### src/rtl/uart_receiver.sv
// uart_receiver: APB-slave 8N1 UART receiver, oversampled at CPB clocks per bit.
// The last good byte is held in DATA (0x00); STATUS (0x01) = {overrun, frame_err, rx_valid}.
// Optional even-parity checking is enabled by defining UART_RX_PARITY_EN, which adds
// a PARITY state and reports parity_err in STATUS bit 3.
module uart_receiver #(
    parameter int CPB = 87
) (
    input  logic       PCLK,
    input  logic       PRESET,
    input  logic       PSEL2,
    input  logic       PENABLE,
    input  logic [7:0] PADDR,
    input  logic       PWRITE,
    input  logic [7:0] PWDATA,
    input  logic       i_Rx_Serial,
    output logic [7:0] PRDATA,
    output logic       PREADY,
    output logic       o_Rx_Done,
    output logic       o_Rx_Irq
);

    localparam int CW = (CPB > 1) ? $clog2(CPB) : 1;
    localparam logic [CW-1:0] LAST = CW'(CPB - 1);
    localparam logic [CW-1:0] HALF = CW'((CPB - 1) / 2);

    typedef enum logic [2:0] {
        S_IDLE,
        S_START,
        S_DATA,
`ifdef UART_RX_PARITY_EN
        S_PARITY,
`endif
        S_STOP,
        S_WAIT_HIGH
    } state_t;

    state_t          state_q;
    logic [CW-1:0]   clk_cnt_q;
    logic [2:0]      bit_idx_q;
    logic [7:0]      shift_q;
    logic [7:0]      data_q;
    logic            rx_meta_q, rx_s_q;
    logic            rx_valid_q, rx_valid_d;
    logic            overrun_q, overrun_d;
    logic            frame_err_q, frame_err_d;
`ifdef UART_RX_PARITY_EN
    logic            parity_bad_q;
    logic            parity_err_q, parity_err_d;
`endif

    logic            cnt_last, stop_ok, stop_bad;
    logic            acc, data_rd, status_wr;
    logic [7:0]      status;
    logic            unused_pwdata;

    assign unused_pwdata = ^PWDATA;

    // Two-flop synchronizer for the asynchronous serial line (idles high)
    always_ff @(posedge PCLK) begin
        if (PRESET) begin
            rx_meta_q <= 1'b1;
            rx_s_q    <= 1'b1;
        end else begin
            rx_meta_q <= i_Rx_Serial;
            rx_s_q    <= rx_meta_q;
        end
    end

    assign cnt_last = (clk_cnt_q == LAST);
    // Done is shown during the cycle whose closing edge stores the byte, so a DATA
    // read in that same cycle still sees the previous byte.
    assign stop_ok   = (state_q == S_STOP) && cnt_last && rx_s_q && !PRESET;
    assign stop_bad  = (state_q == S_STOP) && cnt_last && !rx_s_q;
    assign o_Rx_Done = stop_ok;

    assign acc       = PSEL2 & PENABLE;
    assign PREADY    = acc;
    assign data_rd   = acc & ~PWRITE & (PADDR == 8'h00);
    assign status_wr = acc &  PWRITE & (PADDR == 8'h01);

    // Frame FSM: start-bit qualification, LSB-first data shift, stop check, byte store
    always_ff @(posedge PCLK) begin
        if (PRESET) begin
            state_q   <= S_IDLE;
            clk_cnt_q <= '0;
            bit_idx_q <= '0;
            shift_q   <= '0;
            data_q    <= '0;
`ifdef UART_RX_PARITY_EN
            parity_bad_q <= 1'b0;
`endif
        end else begin
            case (state_q)
                S_IDLE: begin
                    clk_cnt_q <= '0;
                    if (!rx_s_q) state_q <= S_START;
                end
                S_START: begin
                    if (clk_cnt_q == HALF) begin
                        clk_cnt_q <= '0;
                        if (!rx_s_q) begin
                            state_q   <= S_DATA;
                            bit_idx_q <= '0;
                        end else begin
                            state_q <= S_IDLE;
                        end
                    end else begin
                        clk_cnt_q <= clk_cnt_q + 1'b1;
                    end
                end
                S_DATA: begin
                    if (cnt_last) begin
                        clk_cnt_q          <= '0;
                        shift_q[bit_idx_q] <= rx_s_q;
                        if (bit_idx_q == 3'd7) begin
`ifdef UART_RX_PARITY_EN
                            state_q <= S_PARITY;
`else
                            state_q <= S_STOP;
`endif
                        end else begin
                            bit_idx_q <= bit_idx_q + 3'd1;
                        end
                    end else begin
                        clk_cnt_q <= clk_cnt_q + 1'b1;
                    end
                end
`ifdef UART_RX_PARITY_EN
                S_PARITY: begin
                    if (cnt_last) begin
                        clk_cnt_q    <= '0;
                        parity_bad_q <= (^shift_q) ^ rx_s_q;
                        state_q      <= S_STOP;
                    end else begin
                        clk_cnt_q <= clk_cnt_q + 1'b1;
                    end
                end
`endif
                S_STOP: begin
                    if (cnt_last) begin
                        clk_cnt_q <= '0;
                        if (rx_s_q) begin
                            data_q  <= shift_q;
                            state_q <= S_IDLE;
                        end else begin
                            state_q <= S_WAIT_HIGH;
                        end
                    end else begin
                        clk_cnt_q <= clk_cnt_q + 1'b1;
                    end
                end
                S_WAIT_HIGH: begin
                    clk_cnt_q <= '0;
                    if (rx_s_q) state_q <= S_IDLE;
                end
                default: begin
                    state_q   <= S_IDLE;
                    clk_cnt_q <= '0;
                end
            endcase
        end
    end

    // Status flag next-state: receive events take priority over bus clears
    always_comb begin
        rx_valid_d  = rx_valid_q;
        overrun_d   = overrun_q;
        frame_err_d = frame_err_q;
        if (stop_ok) begin
            rx_valid_d = 1'b1;
            if (rx_valid_q && !data_rd) overrun_d = 1'b1;
        end else if (data_rd) begin
            rx_valid_d = 1'b0;
        end
        if (status_wr && !(stop_ok && rx_valid_q && !data_rd)) overrun_d = 1'b0;
        if (stop_bad) frame_err_d = 1'b1;
        else if (status_wr) frame_err_d = 1'b0;
`ifdef UART_RX_PARITY_EN
        parity_err_d = parity_err_q;
        if (stop_ok && parity_bad_q) parity_err_d = 1'b1;
        else if (status_wr) parity_err_d = 1'b0;
`endif
    end

    // Status flag registers
    always_ff @(posedge PCLK) begin
        if (PRESET) begin
            rx_valid_q  <= 1'b0;
            overrun_q   <= 1'b0;
            frame_err_q <= 1'b0;
`ifdef UART_RX_PARITY_EN
            parity_err_q <= 1'b0;
`endif
        end else begin
            rx_valid_q  <= rx_valid_d;
            overrun_q   <= overrun_d;
            frame_err_q <= frame_err_d;
`ifdef UART_RX_PARITY_EN
            parity_err_q <= parity_err_d;
`endif
        end
    end

    assign o_Rx_Irq = rx_valid_q;

    // Read mux: register contents during a read access phase, zero otherwise
    always_comb begin
        status = {5'b0, overrun_q, frame_err_q, rx_valid_q};
`ifdef UART_RX_PARITY_EN
        status[3] = parity_err_q;
`endif
        PRDATA = 8'h00;
        if (acc && !PWRITE) begin
            case (PADDR)
                8'h00:   PRDATA = data_q;
                8'h01:   PRDATA = status;
                default: PRDATA = 8'h00;
            endcase
        end
    end

endmodule

### config.mk
export PLATFORM = sky130hd
export DESIGN_NAME = uart_receiver
export DESIGN_NICKNAME = d
export VERILOG_FILES = /design/src/rtl/uart_receiver.sv
export SDC_FILE = /design/constraint.sdc
export NUM_CORES = 1
export LEC_CHECK = 0
export CAP_MARGIN = 20
export CORE_AREA = 2 2 80 82
export DETAILED_ROUTE_END_ITERATION = 12
export DIE_AREA = 0 0 82 84
export RECOVER_POWER = 25
export SLEW_MARGIN = 20
export SYNTH_ARGS = -nofsm -noshare
export SYNTH_HDL_FRONTEND = slang
export SYNTH_SLANG_ARGS = --single-unit
### constraint.sdc
create_clock -name PCLK -period 3.2 [get_ports PCLK]
set_input_delay 0.96 -clock PCLK [delete_from_list [all_inputs] [get_ports PCLK]]
set_output_delay 0.96 -clock PCLK [all_outputs]
set_load 0.02 [all_outputs]
=== Yosys cells after proc, flatten, opt, wreduce, memory -nomap -nowiden ===
Index checks and enable logic that the tools add are counted.
W data, S select, Z words.

* Bits in registers: 34
* Input bits: 22
* Output and inout bits: 11
* Word-level logic and storage cells: 89

* $add $sub $neg: 2
* Magnitude comparators: 2
* Equality and inequality tests: 16
* Multiplexer cells: 26
* Bitwise logic cells: 6
* Reductions and logical operators: 27

{| class="wikitable"
|+ Operator list
! cell !! number
|-
| $mux W3 || 11
|-
| $ne A2 B2 Y1 const B || 8
|-
| $pmux W8 S2 || 1
|-
| $pmux W3 S5 || 1
|-
| $mux W7 || 2
|-
| $pmux W7 S2 || 1
|-
| $logic_and A1 B1 Y1 || 10
|-
| $bwmux W8 || 1
|-
| $eq A8 B1 Y1 const B || 1
|-
| $logic_not A8 Y1 || 1
|-
| $mux W8 || 1
|-
| $add A7 B1 Y7 const B || 1
|-
| $eq A7 B6 Y1 const B || 1
|-
| $eq A7 B7 Y1 const B || 1
|-
| $eq A3 B2 Y1 const B || 2
|-
| $eq A3 B3 Y1 const B || 2
|-
| $pmux W3 S2 || 1
|-
| $reduce_and A6 Y1 || 1
|-
| $reduce_bool A2 Y1 || 3
|-
| $and A1 B1 Y1 || 5
|-
| $logic_not A1 Y1 || 5
|-
| $mux W1 || 5
|-
| $reduce_and A5 Y1 || 1
|-
| $lt A3 B4 Y1 const B || 1
|-
| 10 further kinds || 12
|}

=== Longest topological paths before layout ===
* Depth in word-level cells: 9
* Gate-level depth with buffers: 6
* Depth with buffers taken out: 6

=== Worst setup path before layout ===
No wires, ideal clock.

* Path kind: in2out
* Start: input PADDR[1]
* End: output PRDATA[0]
* Data arrival time: 2.024 ns
* Data required time: 2.240 ns
* Path slack: 0.216 ns
* Cell stages on the path: 4
* Buffers on the path: 1
* Path through: nor4_1 and4_1 clkbuf_1 a22o_1

* Cells in the longest elaborated chain, start to end: 3
* Elaborated cells on any way between the ends: 4
* Classes of those cells: 1 x eq/ne; 2 x mux; 1 x reduce/logical

{| class="wikitable"
|+ Ends and longest elaborated chain
! item !! line !! source
|-
| start, declared || 12 || <nowiki>input logic [7:0] PADDR,</nowiki>
|-
| $eq A8 B1 Y1 / $logic_not A8 Y1 (equally long branches) || 214 || <nowiki>case (PADDR)</nowiki>
|-
| $pmux W8 S2 * || 214 ||
|-
| $mux W8 * || 213 || <nowiki>if (acc && !PWRITE) begin</nowiki>
|-
| end, declared || 16 || <nowiki>output logic [7:0] PRDATA,</nowiki>
|}

Mark *: on every way between the ends. The rest lies on a longest branch, timed or not.

=== Worst setup path after layout ===
* Start: input PENABLE
* End: output PRDATA[1]

* Cells in the longest elaborated chain, start to end: 3

{| class="wikitable"
|+ Ends and longest elaborated chain
! item !! line !! source
|-
| start, declared || 11 || <nowiki>input logic PENABLE,</nowiki>
|-
| $and A1 B1 Y1 || 76 || <nowiki>assign acc = PSEL2 & PENABLE;</nowiki>
|-
| $logic_and A1 B1 Y1 || 213 ||
|-
| $mux W8 || 213 ||
|}

No other way between the ends.

==> results_tabular.tex <==
\begin{tabular}{lr}
\hline
Metric & Value \\
\hline
\multicolumn{2}{l}{\textbf{Drt}} \\
Routed wire length per instance & about 12 um \\
Post-DRT Antenna Nets & 0 \\
Residual DRC count & 0 \\
Average via count per standard cell & about 5 \\
Number of DRC markers in iteration 0 & 42 \\
Total wire length & about 3600 um \\
First-pass DRT Iterations & 4 \\
Detailed-route via count & about 1,500 \\
\multicolumn{2}{l}{\textbf{Global route}} \\
Pin count of the biggest net entering global routing & 29 \\
Grt total ovfl & 0 \\
Number of global-route vias before repair & 1,382 \\
Total track usage & roughly 11\% \\
First-pass GRT wire length & 6051 um \\
Number of antenna violations at the first check in global routing & 0 \\
\multicolumn{2}{l}{\textbf{STA}} \\
Period Utilization, post-route & between 90\% and 100\% \\
Slew at the pin closest to its max-slew limit & 1.124 ns \\
Min Tclk post-route & around 3.1 ns \\
Final setup TNS & 0 ns \\
Hold violation total from the final report & 0 \\
Final Max Slew Viols & 0 \\
Rel. slew slack & about a quarter \\
Worst clock skew & slightly above 0.008 ns \\
F\_max & roughly 0.32 GHz \\
PnR worst setup slack & 0.1089 ns \\
Worst Hold Margin & roughly 0.41 ns \\
Setup repair after global routing missed its margin & false \\
Final setup fails & 0 \\
\multicolumn{2}{l}{\textbf{Die}} \\
Floorplan row count & 29 \\
Die footprint & around 7000 um\^{}2 \\
Effective utilization at floorplan & between 20 and 30\% \\
Die height & roughly 84 um \\
Core Footprint & a little over 6000 um\^{}2 \\
Boundary pin count & 33 \\
Horizontal die dimension & $\sim$82 um \\
\multicolumn{2}{l}{\textbf{Run}} \\
Total of max-cap violations & 0 \\
\multicolumn{2}{l}{\textbf{Power}} \\
Areal power density over the cells & 415.6 nW/um\^{}2 \\
Leak Pwr & 0.0008648 uW \\
Worst ir drop on vdd & between 150 and 200 uV \\
\multicolumn{2}{l}{\textbf{Clocking}} \\
Number of clock sinks seen by CTS & 34 \\
Clock latency of the later-clocked register in the worst-skew pair & between 0.2 and 0.3 ns \\
Clock buffer count from CTS & 5 \\
CTS Buffer Depth & 2 \\
Post-CTS clock slew at the launch and capture registers of the worst setup and hold paths & 0.07 ns \\
Number of H-tree branching levels & 2 \\
Cell at the root of the clock tree & clkbuf\_8 \\
CTS tree & done \\
\multicolumn{2}{l}{\textbf{Outcome}} \\
Run status & completed \\
\multicolumn{2}{l}{\textbf{Place}} \\
Input/output buffers & 24 \\
Placement-stage worst setup slack & -0.6659 ns \\
Area after detailed placement & around 2100 um\^{}2 \\
Placer congestion estimate & a little over 0.8 \\
Post-DP HPWL & 2558 um \\
\multicolumn{2}{l}{\textbf{Logic synthesis}} \\
FF+latch count, synth & 34 \\
Synth Area per Inst & approximately 9.1 um\^{}2 \\
Ys async rst share & 0\% \\
Sequential element share of the synthesized area & between 30 and 40\% \\
Mapped Area & roughly 1700 um\^{}2 \\
Unique cell type count in the Yosys netlist & between 40 and 50 \\
Prevailing post-synth register cell & dfxtp\_1 \\
Count of flip-flops with a built-in enable after synthesis & 0 \\
Post-Syn Instances & 192 \\
Synthesis warning total & 0 \\
Mapped Nets & around 220 \\
\multicolumn{2}{l}{\textbf{Final layout}} \\
Number of nets in the layout & between 200 and 300 \\
Total of fill cells in the finished design & 619 \\
Share of final-layout standard cells stronger than drive strength 1 & about a fifth \\
Area of all placed cells without fillers & between 2000 and 2500 um\^{}2 \\
Diodes inserted & 0 \\
Area grow syn2layout & 28.92\% \\
Share of the core filled with cells & between 30\% and 40\% \\
\multicolumn{2}{l}{\textbf{Setup path}} \\
Critical path endpoint category & primary output \\
Peak fanout along the critical path & 4 \\
Launching element type of the critical path & primary input \\
Startpoint of the lowest-slack register-to-register path & clk\_cnt\_q[0] \\
Data arrival at the endpoint of the critical path & $\sim$2.1 ns \\
Critical path required time & roughly 2.2 ns \\
Critical path class & in -> out \\
Startpoint of the worst setup timing path & PENABLE \\
\multicolumn{2}{l}{\textbf{Worst hold path}} \\
Hold/Removal Path Class & reg -> reg \\
Hold path startpoint & rx\_meta\_q \\
\hline
\end{tabular}
-- routing by layer --
metal  GRT usage [%]  vias up  routed length, um
li1                -      758                  -
met5               0        -                  0
met2           17.74       24               1655
met4           4.242        0                 43
met3           3.030        7                161
met1           13.78      685               1751
-- synthesized netlist by cell type, drive strengths merged (2+ instances only) --
cell type	instances	area (um^2)
dfxtp	34	680.7
nor2	22	82.58
a21oi	11	55.05
nand3	10	50.05
nand4	9	56.30
and2	8	50.05
mux2i	8	80.08
clkbuf	7	26.28
nor3	6	41.29
and3	5	31.28
nor4	5	67.56
o21ai	5	25.02
a21boi	4	30.03
ha	4	50.05
inv	4	15.01
nand2	4	17.52
nor2b	4	25.02
xnor2	4	35.03
a22o	3	26.28
buf	3	21.27
nand2b	3	18.77
nand3b	3	22.52
o21ba	3	30.03
o31ai	3	22.52
a21bo	2	20.02
and4	2	17.52
nor3b	2	15.01
o211ai	2	15.01
or2	2	12.51
xor2	2	17.52
-- area by class of cell --
cell class	count	area (um^2)	area share (%)
clock inverters	3	68.82	3.054
clock buffers	5	68.82	3.054
multi-input cells	144	1027	45.59
repair buffers	35	296.5	13.16
flip-flops and latches	34	680.7	30.21
well taps	77	96.34	4.275
inverters	4	15.01	0.6663
-- stage by stage --
step / instances / power (uW)
6_report: 302 / 936.5
5_1_grt: 302 / 972.1
4_1_cts: 301 / 949.5
3_5_place_dp: 290 / 479.4
3_3_place_gp: 290 / 478.9
2_1_floorplan: 192 / 454.0
-- final timing paths --
check	cells after the start	end	slack (ns)
worst min-delay path	1	rx_s_q	0.41
worst max register to register	6	data_q[0]	1.39
worst min register to register	1	rx_s_q	0.41
worst max-delay path	7	PRDATA[1]	0.11
-- cell families (layout without fill, tap and decap cells) --
logic type,after synthesis,after routing,share of synthesized area [%]
AO/OA/AOI/OAI,36,36,14.17
XOR/XNOR,6,6,3.006
adder cells (fa/ha/maj),4,4,2.863
buffers and inverters,14,47,3.579
flip-flops,34,34,38.94
multiplexers,8,8,4.581
AND/OR/NAND/NOR,90,90,32.86
-- placed cells by master (no fill, tap or decap), types with 3 or more instances in the layout --
master / n
a21boi_0: 4
a21oi_1: 11
a22o_1: 3
and2_1: 7
and3_1: 5
buf_2: 3
buf_4: 12
buf_6: 3
clkbuf_8: 5
dfxtp_1: 34
dlygate4sd2_1: 7
ha_1: 4
inv_1: 4
mux2i_1: 8
nand2_1: 3
nand2b_1: 3
nand3_1: 10
nand3b_1: 3
nand4_1: 9
nor2_1: 22
nor2b_1: 4
nor3_1: 4
nor4_4: 3
o21ai_0: 4
o31ai_1: 3
xnor2_1: 4
-- flip-flops by register name (all words and copies together) (netlist names) --
| signal | cells |
|---|---|
| bit_idx_q | 3 |
| rx_s_q | 1 |
| clk_cnt_q | 7 |
| rx_meta_q | 1 |
| o_Rx_Irq | 1 |
| state_q | 3 |
| data_q | 8 |
| frame_err_q | 1 |
| overrun_q | 1 |
| shift_q | 8 |
-- where the power goes --
part	leakage, uW	internal (uW)	total [uW]	switching (uW)
clock network	0.0000683	312	471	159
logic	0.000522	19.5	38.3	18.8
registers	0.000274	425	427	2.32
total	0.000865	757	937	180
-- critical path: stages --
cell and delay, ns:
dlygate4sd2_1 0.23, and2_4 0.15, and4_1 0.19, buf_6 0.13
buf_6 0.11, a22o_1 0.23, buf_6 0.13
-- timing repair --
action / in CTS / in global routing
hold endpoints to repair: 0 / 0
hold buffers: 0 / 0
gates resized for setup: 62 / 7
setup buffers: 3 / 1
pin swaps: 5 / 4
setup endpoints to repair: 9 / 9
No activity file was read; power rests on OpenSTA's default activity.
